<file path="src/rtl/rsg_sequence_monitor.sv">
// Receive-side checker for the ready/set/go command sequence (laps, errors, lock).
// Define RSG_MON_STRICT_EN to require every phase to last exactly one cycle.
module rsg_sequence_monitor #(
    parameter int CNT_W = 8
) (
    input  logic             clk,
    input  logic             rst,
    input  logic             get_ready,
    input  logic             get_set,
    input  logic             get_going,
    input  logic             clr,
    output logic             in_sync,
    output logic             lap_done,
    output logic             seq_err,
    output logic             resync,
    output logic [CNT_W-1:0] lap_count,
    output logic [CNT_W-1:0] err_count
);

    typedef enum logic [1:0] {
        WAIT_READY = 2'd0,
        IN_READY   = 2'd1,
        IN_SET     = 2'd2,
        IN_GO      = 2'd3
    } state_t;

    typedef enum logic [2:0] {
        C_ZERO  = 3'd0,
        C_R     = 3'd1,
        C_S     = 3'd2,
        C_G     = 3'd3,
        C_MULTI = 3'd4
    } code_t;

    state_t           r_state;
    state_t           w_next_state;
    code_t            w_code;
    logic             w_lap;
    logic             w_err;
    logic             w_resync;
    logic             r_lap_done;
    logic             r_seq_err;
    logic             r_resync;
    logic [CNT_W-1:0] r_lap_count;
    logic [CNT_W-1:0] r_err_count;
    logic [1:0]       w_ones;

    assign w_ones = 2'(get_ready) + 2'(get_set) + 2'(get_going);

    always_comb begin
        w_code = C_ZERO;
        if (w_ones > 2'd1) begin
            w_code = C_MULTI;
        end else begin
            unique case (1'b1)
                get_ready: w_code = C_R;
                get_set:   w_code = C_S;
                get_going: w_code = C_G;
                default:   w_code = C_ZERO;
            endcase
        end
    end

    // A hold sample keeps the phase unless strict one-cycle phasing is required.
    always_comb begin
        w_next_state = r_state;
        w_lap        = 1'b0;
        w_err        = 1'b0;
        w_resync     = 1'b0;
        unique case (r_state)
            WAIT_READY: begin
                unique case (w_code)
                    C_ZERO:  w_next_state = WAIT_READY;
                    C_R:     w_next_state = IN_READY;
                    default: w_err = 1'b1;
                endcase
            end
            IN_READY: begin
                unique case (w_code)
                    C_S: w_next_state = IN_SET;
                    C_R: begin
`ifdef RSG_MON_STRICT_EN
                        w_next_state = WAIT_READY;
                        w_err        = 1'b1;
`else
                        w_next_state = IN_READY;
`endif
                    end
                    C_ZERO: begin
                        w_next_state = WAIT_READY;
                        w_resync     = 1'b1;
                    end
                    default: begin
                        w_next_state = WAIT_READY;
                        w_err        = 1'b1;
                    end
                endcase
            end
            IN_SET: begin
                unique case (w_code)
                    C_G: begin
                        w_next_state = IN_GO;
                        w_lap        = 1'b1;
                    end
                    C_S: begin
`ifdef RSG_MON_STRICT_EN
                        w_next_state = WAIT_READY;
                        w_err        = 1'b1;
`else
                        w_next_state = IN_SET;
`endif
                    end
                    C_ZERO: begin
                        w_next_state = WAIT_READY;
                        w_resync     = 1'b1;
                    end
                    default: begin
                        w_next_state = WAIT_READY;
                        w_err        = 1'b1;
                    end
                endcase
            end
            IN_GO: begin
                unique case (w_code)
                    C_R: w_next_state = IN_READY;
                    C_G: begin
`ifdef RSG_MON_STRICT_EN
                        w_next_state = WAIT_READY;
                        w_err        = 1'b1;
`else
                        w_next_state = IN_GO;
`endif
                    end
                    C_ZERO: begin
                        w_next_state = WAIT_READY;
                        w_resync     = 1'b1;
                    end
                    default: begin
                        w_next_state = WAIT_READY;
                        w_err        = 1'b1;
                    end
                endcase
            end
            default: w_next_state = WAIT_READY;
        endcase
    end

    always_ff @(posedge clk) begin
        if (rst) begin
            r_state    <= WAIT_READY;
            r_lap_done <= 1'b0;
            r_seq_err  <= 1'b0;
            r_resync   <= 1'b0;
        end else begin
            r_state    <= w_next_state;
            r_lap_done <= w_lap;
            r_seq_err  <= w_err;
            r_resync   <= w_resync;
        end
    end

    // Clear beats a same-cycle increment; the error counter saturates.
    always_ff @(posedge clk) begin
        if (rst || clr) begin
            r_lap_count <= '0;
            r_err_count <= '0;
        end else begin
            if (w_lap) begin
                r_lap_count <= r_lap_count + CNT_W'(1);
            end
            if (w_err && (r_err_count != '1)) begin
                r_err_count <= r_err_count + CNT_W'(1);
            end
        end
    end

    assign in_sync   = (r_state != WAIT_READY);
    assign lap_done  = r_lap_done;
    assign seq_err   = r_seq_err;
    assign resync    = r_resync;
    assign lap_count = r_lap_count;
    assign err_count = r_err_count;

endmodule

</file>
<file path="config.mk">
export PLATFORM = sky130hd
export DESIGN_NAME = rsg_sequence_monitor
export DESIGN_NICKNAME = d
export VERILOG_FILES = /design/src/rtl/rsg_sequence_monitor.sv
export SDC_FILE = /design/constraint.sdc
export NUM_CORES = 1
export LEC_CHECK = 0
export CAP_MARGIN = 20
export CORE_ASPECT_RATIO = 2
export CORE_MARGIN = 3
export CORE_UTILIZATION = 40
export CTS_BUF_LIST = sky130_fd_sc_hd__clkbuf_4 sky130_fd_sc_hd__clkbuf_8 sky130_fd_sc_hd__clkbuf_16
export CTS_CLUSTER_SIZE = 12
export DETAILED_ROUTE_END_ITERATION = 8
export DONT_BUFFER_PORTS = 1
export HOLD_SLACK_MARGIN = 0.03
export PLACE_DENSITY = 0.65
export SKIP_CTS_REPAIR_TIMING = 1
export SYNTH_ARGS = -nofsm -noshare
export SYNTH_HDL_FRONTEND = slang
export SYNTH_SLANG_ARGS = --single-unit
export TNS_END_PERCENT = 5
</file>
<file path="constraint.sdc">
create_clock -name clk -period 4.6 [get_ports clk]
set_input_delay 0.69 -clock clk [delete_from_list [all_inputs] [get_ports clk]]
set_output_delay 0.69 -clock clk [all_outputs]
set_load 0.02 [all_outputs]
</file>
-- Word level (Yosys, flattened, before mapping)
Cells that the tools add are included.
W data, S select, Z words.
- memory bits (writable): 0
- flip-flop bits (word level): 21
- memories: 0
- bits in latches: 0
- input port bits: 6
- memory bits (read-only): 0
- order comparisons: 1
- shift-type cells: 0
- eq/ne operators: 8
- multiplexer cells: 15
- bitwise operators: 1
- add/subtract/negate cells: 4
- reductions and logical operators: 11
- div/mod/pow operators: 0
- multipliers: 0
- operators by type and width (kind ; number):
    $add A8 B1 Y8 const B ; 2
    $pmux W2 S2 ; 4
    $reduce_or A3 Y1 ; 4
    $ne A8 B8 Y1 const B ; 1
    $pmux W2 S4 ; 1
    $mux W1 ; 7
    $eq A3 B2 Y1 const B ; 2
    $pmux W2 S3 ; 1
    $eq A2 B2 Y1 const B ; 2
    $pmux W1 S4 ; 1
    $reduce_or A2 Y1 ; 2
    $eq A3 B1 Y1 const B ; 1
    $logic_not A3 Y1 ; 1
    $mux W3 ; 1
    $ne A3 B3 Y1 const B ; 1
    $add A1 B1 Y2 ; 1
    $add A2 B1 Y2 ; 1
    $eq A2 B1 Y1 const B ; 1
    $gt A2 B1 Y1 const B ; 1
    $logic_not A2 Y1 ; 1
    $reduce_bool A2 Y1 ; 1
    $logic_and A1 B1 Y1 ; 1
    $logic_or A1 B1 Y1 ; 1
    $not A1 Y1 ; 1

-- Longest topological paths before layout
Gate-level depths: netlist (run 1).
- depth in word-level cells: 9
- depth in mapped cells: 8
- gate-level depth less buffers: 8

-- Worst setup path after synthesis (run 1)
No wires, ideal clock.
- path type: input port to flip-flop
- start: input port get_ready
- end: register r_err_count[7] (netlist: err_count[7])
- path slack: 2.454 ns
- library setup time: 0.125 ns
- path buffers: 0
- data arrival time: 2.022 ns
- stages: 8
- cells stage by stage: inv_1 -> ha_1 -> a21bo_2 -> a21oi_1 -> nor2_2 -> or2_4 -> a41oi_1 -> nor3_2
- longest elaborated chain between the ends: 9
- elaborated cells on any way between the ends: 19
- classes of those cells: 2 x add/sub; 1 x order compare; 3 x eq/ne; 7 x mux; 6 x reduce/logical
- RTL lines (item ; line ; text):
    start, declared ; 8 ; input logic get_ready,
    $add A1 B1 Y2 ; 48 ; assign w_ones = 2'(get_ready) + 2'(get_set) + 2'(get_going);
    $add A2 B1 Y2 ; 48 ;
    $gt A2 B1 Y1 ; 52 ; if (w_ones > 2'd1) begin
    $mux W3 * ; 52 ;
    $eq A3 B2 Y1 (tied with other cells) ; 100, 124 ;
    $reduce_or A3 Y1 (no line) / $reduce_or A2 Y1 (equally long branches) ; -- ;
    $mux W1, on equally long branches ; -- ;
    $pmux W1 S4 * ; 70 ; unique case (r_state)
    $logic_and A1 B1 Y1 * ; 171 ; if (w_err && (r_err_count != '1)) begin
    end signal, assigned ; 172 ; r_err_count <= r_err_count + CNT_W'(1);
    end, declared ; 45 ; logic [CNT_W-1:0] r_err_count;
Mark *: on every way between the ends. The rest lies on a longest branch, timed or not.
A chain may end at the register's enable or synchronous reset.

-- Final worst setup path (run 1)
Ends and elaborated chain as after synthesis.

==> key figures, run 1 <==
Yosys
  • Cell accounting for the most synthesized area: dfxtp_1
  • Syn. warnings: 0
  • Count of cell types in the netlist: 38
  • Compound-Gate Fraction of Synth Area: 0.120
  • Synth top area share: 0.387
  • Mux cell area share after synthesis: 0.0184
  • Largest cells by area after synthesis: dfxtp_1, xor2_1, nor2_1
  • Largest family of logic cells by synthesized area: simple AND/OR/NAND/NOR gates
  • Post-Synthesis Cell Area: 0.00109 sq mm
  • XOR/XNOR Fraction of Synth Area: 0.0806
  • Synthesized instance count: 124
  • Yosys reg bits: 21
  • Post-Synth Adder-Cell Area: 0.0460
  • Sequential area share after synthesis: 0.387
  • Post-synthesis simple-gate area fraction: 0.330
  • Post-synth net total: about 130
  • Avg Inst Size Synth: a little under 9 sq um

Critical path
  • Setup CP Type: in2reg
  • Critical path required time: roughly 4700 ps
  • Worst Path Arrival: 2110 ps
  • Max FO, Critical Path: 6
  • Crit start category: input pin
  • R2r startpoint: r_state[1]$_SDFFE_PP0P_
  • CP Capture Type: flop
  • Crit path launch: get_ready

STA
  • Slew of the pin with the lowest slew margin: 391 ps
  • Final max-slew violation count: 0
  • Fmax: about 0.51 GHz
  • Slew Limit Headroom: 0.739
  • # setup viols final: 0
  • Final min period: between 1500 and 2000 ps
  • Final Hold Fails: 0
  • Setup repair after global routing missed its margin: no
  • Post-route setup TNS: 0 ps
  • Skew final: about 1.2 ps
  • Fin worst setup slack: 2630 ps
  • Crit share post-route: 0.428

Cells and area
  • Nets@finish: 136
  • Most common cell after layout, fill and taps aside: dfxtp_1
  • Area grow syn2layout: 6.33%
  • Final std cell area, no fill: 0.00116 sq mm
  • Fill count: 267
  • Antenna cells: 0
  • Most frequent cells in the layout: dfxtp_1, nor2_1, xor2_1
  • Layout cell share with drive strength beyond 1: 0.136

Power and ir drop
  • Switch share: 0.233
  • Leakage Power: 0.000429 uW
  • Sw power: a little under 80 uW
  • Power Dens Cells: 286 mW/mm^2
  • Reg power frac: 0.570
  • Int Power: 254 uW
  • Gate power share: 0.075
  • Peak VDD IR: 0.140 mV
  • Clock share of power: 0.355

Placed design
  • Pre-CTS setup slack: 2360 ps
  • DPL Wire Length: around 1700 um
  • Post-DP Area: 0.00111 sq mm
  • I/O Buffers: 0
  • Global placement routability congestion: 0.765

Detailed routing
  • Residual DRC: 0
  • DRT iter0 DRCs: 21
  • Initial DRT Pass Iterations: 4
  • DR vias/cell: around 5.8
  • Routed len/inst: 14.2 um
  • Vias: 895
  • WL final: about 2200 um
  • Antenna Nets Post-Route: 0

Global route
  • Gr usage total: 0.139
  • Grt ovf: 0
  • First-pass GRT wire length: between 3000 and 4000 um
  • Initial antenna violation count: 0
  • Vias in the first global route: 882
  • Largest net degree at the start of global routing: 16

Clocking
  • TritonCTS clock tree: built
  • Worst-skew pair later-pin latency: 250 ps
  • H-tree depth: 1
  • Clock Sinks: 21
  • Clock transition at path regs: 70 ps
  • Number of buffers created by CTS: 3
  • Maximum clock path buffer count: 2
  • Clk Tree Root Cell: clkbuf_8

Floorplan
  • Die height: 79.7 um
  • # rows: 26
  • Core box area: 0.00257 sq mm
  • Initial Utilization: 0.423
  • Die area: 0.00342 sq mm
  • Die X: about 43 um
  • I/O pins: 26

Job
  • Max Cap Viol: 0

Worst hold path
  • Hold path start: rst
  • Min-Delay Path Class: in2reg

Outcome
  • Status: finished clean
cells in the mapped netlist:
| library cell | count |
|---|---|
| a21o_2 | 1 |
| nor2b_1 | 1 |
| nor3_4 | 1 |
| inv_1 | 2 |
| nor3_2 | 2 |
| nor3_1 | 2 |
| o21ai_2 | 1 |
| mux2i_1 | 2 |
| nor4bb_1 | 1 |
| o21ai_0 | 4 |
| or2_4 | 1 |
| and2_1 | 1 |
| dfxtp_1 | 21 |
| nand3_1 | 7 |
| a21oi_2 | 1 |
| xor2_1 | 9 |
| clkbuf_1 | 2 |
| o211ai_1 | 2 |
| and3_1 | 5 |
| nor2_1 | 16 |
| a21oi_1 | 5 |
| a22oi_1 | 1 |
| nor4_1 | 3 |
| or3_1 | 3 |
| ha_1 | 4 |
| a41oi_1 | 1 |
| xnor2_1 | 1 |
| or2_2 | 3 |
| nand2_1 | 5 |
| a21bo_2 | 1 |
| nor2_2 | 1 |
| o21ai_1 | 1 |
| nand4_1 | 5 |
| o22ai_2 | 1 |
| and2b_1 | 1 |
| nand2b_1 | 4 |
| clkbuf_2 | 1 |
| and4b_1 | 1 |
layer usage:
metal  GRT usage  vias to the layer above  wire length, um
li1            -                      442                -
met1       0.144                      430              809
met2       0.259                       21             1200
met3      0.0316                        2              136
met4      0.0498                        0               25
met5           0                        -                0
per-stage QoR:
stage	power, uW	util	cells	hold WS (ps)
2_1_floorplan	214	-	124	557
3_5_place_dp	218	0.432	149	594
5_1_grt	343	0.450	153	492
4_1_cts	336	0.450	153	495
6_report	331	0.450	153	500
3_3_place_gp	217	0.432	149	582
power groups by stage:
stage | clock [uW] | combinational (uW) | sequential (uW)
after floorplan | 0 | 21.9 | 192
after global placement | 0 | 24.5 | 193
after detailed placement | 0 | 25.1 | 193
after CTS | 122 | 25.1 | 189
after global routing | 126 | 28.2 | 189
final | 117 | 24.9 | 189
cells by family (layout without fill, tap and decap cells):
logic type                 count (synthesis)  after routing
adders and majority gates                  4              4
muxes                                      2              2
and+or+nand+nor                           63             63
buffers and inverters                      5              6
DFF                                       21             21
xor gates and xnor gates                  10             10
AOI/OAI and AO/OA                         19             19
area by class of cell:
class,count,area (sq um),area share
clock buffer,3,41.3,0.0357
sequential,21,420,0.364
clock inverter,1,5.00,0.00433
multi-input combinational,98,647,0.560
inverter,2,7.51,0.00649
tap,28,35.0,0.0303
worst max-delay path, stage by stage:
cell and delay (ps):
inv_1 20, ha_1 310, a21bo_2 240, a21oi_1 190, nor2_2 80, or2_4 280
a41oi_1 230, nor3_2 60
final timing paths:
check,slack (ps),cells past startpoint,endpoint
setup / recovery,2630,8,err_count[7]$_SDFFE_PP0P_
hold / removal,500,1,seq_err$_SDFF_PP0_
setup reg to reg,2920,6,err_count[7]$_SDFFE_PP0P_
hold reg to reg,600,2,err_count[5]$_SDFFE_PP0P_
registers in the layout (all words and copies together) (netlist names):
signal,cells
seq_err,1
lap_count,8
resync,1
lap_done,1
err_count,8
r_state,2
Note: power is estimated with default switching activity, not from simulation.
==> run 2, diff against run 1 <==
==> constraint.sdc (replaced) <==
create_clock -name clk -period 2.01 [get_ports clk]
set_input_delay 0.3015 -clock clk [delete_from_list [all_inputs] [get_ports clk]]
set_output_delay 0.3015 -clock clk [all_outputs]
set_load 0.02 [all_outputs]
==> key figures, run 2 (synthesis gave the netlist of run 1 again) <==
Outcome
  • Status: finished clean

Critical path
  • CP Cell Sequence: a21bo_2 > a21oi_1 > nor2_2 > or2_4 > a41oi_1 > nor3_2
  • Setup CP Type: reg2reg
  • Critical path required time: 2150 ps
  • WP depth: 6
  • Worst Path Arrival: 1820 ps
  • R2R setup slack: 330 ps
  • CP Capture Type: flop
  • Crit path launch: r_state[1]$_SDFFE_PP0P_
  • Crit start category: flop
  • Max FO, Critical Path: 7
  • Worst path max stage delay: 420 ps
  • Worst setup path endpoint: err_count[7]$_SDFFE_PP0P_
  • Worst R2R End: err_count[7]$_SDFFE_PP0P_
  • R2r startpoint: r_state[1]$_SDFFE_PP0P_
  • Register-to-Register Path Depth: 6
  • CP max-delay cell: dfxtp_1
  • CP delay by family, top: compound AO/OA/AOI/OAI gates
  • WP buf/inv: 0

Detailed routing
  • Routed len/inst: 14.6 um
  • Initial DRT Pass Iterations: 6
  • WL final: approximately 2300 um
  • Residual DRC: 0
  • DR vias/cell: approximately 5.8
  • DRT iter0 DRCs: 33
  • Antenna Nets Post-Route: 0
  • Vias: 905

Cells and area
  • Nets@finish: 139
  • Antenna cells: 0
  • Most common cell after layout, fill and taps aside: dfxtp_1
  • Layout cell share with drive strength beyond 1: 0.156
  • Area grow syn2layout: 8.40%
  • Most frequent cells in the layout: dfxtp_1, nor2_1, xor2_1
  • Layout Cells excl Fill: 156
  • Fill count: 261

Clocking
  • Clock transition at path regs: ~80 ps
  • Clock Sinks: 21
  • Maximum clock path buffer count: 2
  • Clk Tree Root Cell: clkbuf_8
  • TritonCTS clock tree: built
  • H-tree depth: 1
  • Number of buffers created by CTS: 3
  • Worst-skew pair later-pin latency: 260 ps

STA
  • # setup viols final: 0
  • Slew of the pin with the lowest slew margin: 405 ps
  • Final max-slew violation count: 0
  • Crit share post-route: 0.834
  • Fmax: 0.597 GHz
  • Final min period: 1680 ps
  • Post-route setup TNS: 0 ps
  • Skew final: 2.96 ps
  • Final Hold Fails: 0
  • Setup repair after global routing missed its margin: no
  • Slew Limit Headroom: 0.730

Global route
  • Grt ovf: 0
  • Initial antenna violation count: 0
  • First-pass GRT wire length: 4040 um
  • Largest net degree at the start of global routing: 16
  • Gr usage total: 0.147
  • Vias in the first global route: 891

Placed design
  • Global placement routability congestion: 0.754
  • DP Cell Count: 152
  • DPL Wire Length: 1760 um
  • I/O Buffers: 0

Floorplan
  • Initial Utilization: 0.423
  • # rows: 26
  • Core box area: between 0.002 and 0.003 sq mm
  • Die X: between 40 and 50 um
  • Die height: about 80 um
  • Die area: 0.00342 sq mm
  • I/O pins: 26

Power and ir drop
  • Peak VDD IR: 0.353 mV
  • Pwr Total: 770 uW
  • Power Dens Cells: roughly 650 mW/mm^2
  • Leakage Power: between 0.0004 and 0.0005 uW

Worst hold path
  • Hold path depth: 1
  • Min-Delay Path Class: in2reg

Job
  • Max Cap Viol: 0
## run 2: report_power, final
group | switching [uW] | total, uW | internal (uW)
clock | 140 | 278 | 138
combinational | 39.3 | 64.2 | 25.0
sequential | 7.22 | 427 | 420
total | 187 | 770 | 583
## run 2: metrics by stage
stage / hold slack (ps) / utilization / setup slack, ps / cell area [sq um]
2_1_floorplan: 373 / - / 252 / 1090
3_3_place_gp: 383 / 0.441 / 173 / 1130
3_5_place_dp: 387 / 0.441 / 138 / 1130
4_1_cts: 108 / 0.459 / 336 / 1180
5_1_grt: 101 / 0.459 / 171 / 1180
6_report: 110 / 0.459 / 334 / 1180
## run 2: worst min path at each step
stage / end / slack (ps) / startpoint
3_5_place_dp: r_state[0]$_SDFFE_PP0P_ / 390 / rst
3_3_place_gp: r_state[1]$_SDFFE_PP0P_ / 380 / rst
4_1_cts: r_state[0]$_SDFFE_PP0P_ / 110 / rst
2_1_floorplan: seq_err$_SDFF_PP0_ / 370 / rst
6_report: r_state[0]$_SDFFE_PP0P_ / 110 / rst
5_1_grt: seq_err$_SDFF_PP0_ / 100 / rst
## run 2: layout make-up
class / count / area (sq um) / area share
Multi-Input combinational cell: 98 / 647 / 0.549
Sequential cell: 21 / 420 / 0.357
Clock buffer: 3 / 41.3 / 0.0350
Tap cell: 28 / 35.0 / 0.0297
Timing Repair Buffer: 3 / 22.5 / 0.0191
Inverter: 2 / 7.51 / 0.00637
Clock inverter: 1 / 5.00 / 0.00425
## run 2: routing by layer
metal	up-vias	GRT usage	share of wire
li1	449	-	-
met1	429	0.173	0.40
met2	25	0.250	0.52
met3	2	0.0384	0.065
met4	0	0.0498	0.0084
met5	-	0	0
## run 2: worst reg2reg max path, stage by stage (launching register included)
cell and delay, ps:
dfxtp_1 420, a21bo_2 290, a21oi_1 180, nor2_2 80, or2_4 290, a41oi_1 240, nor3_2 70
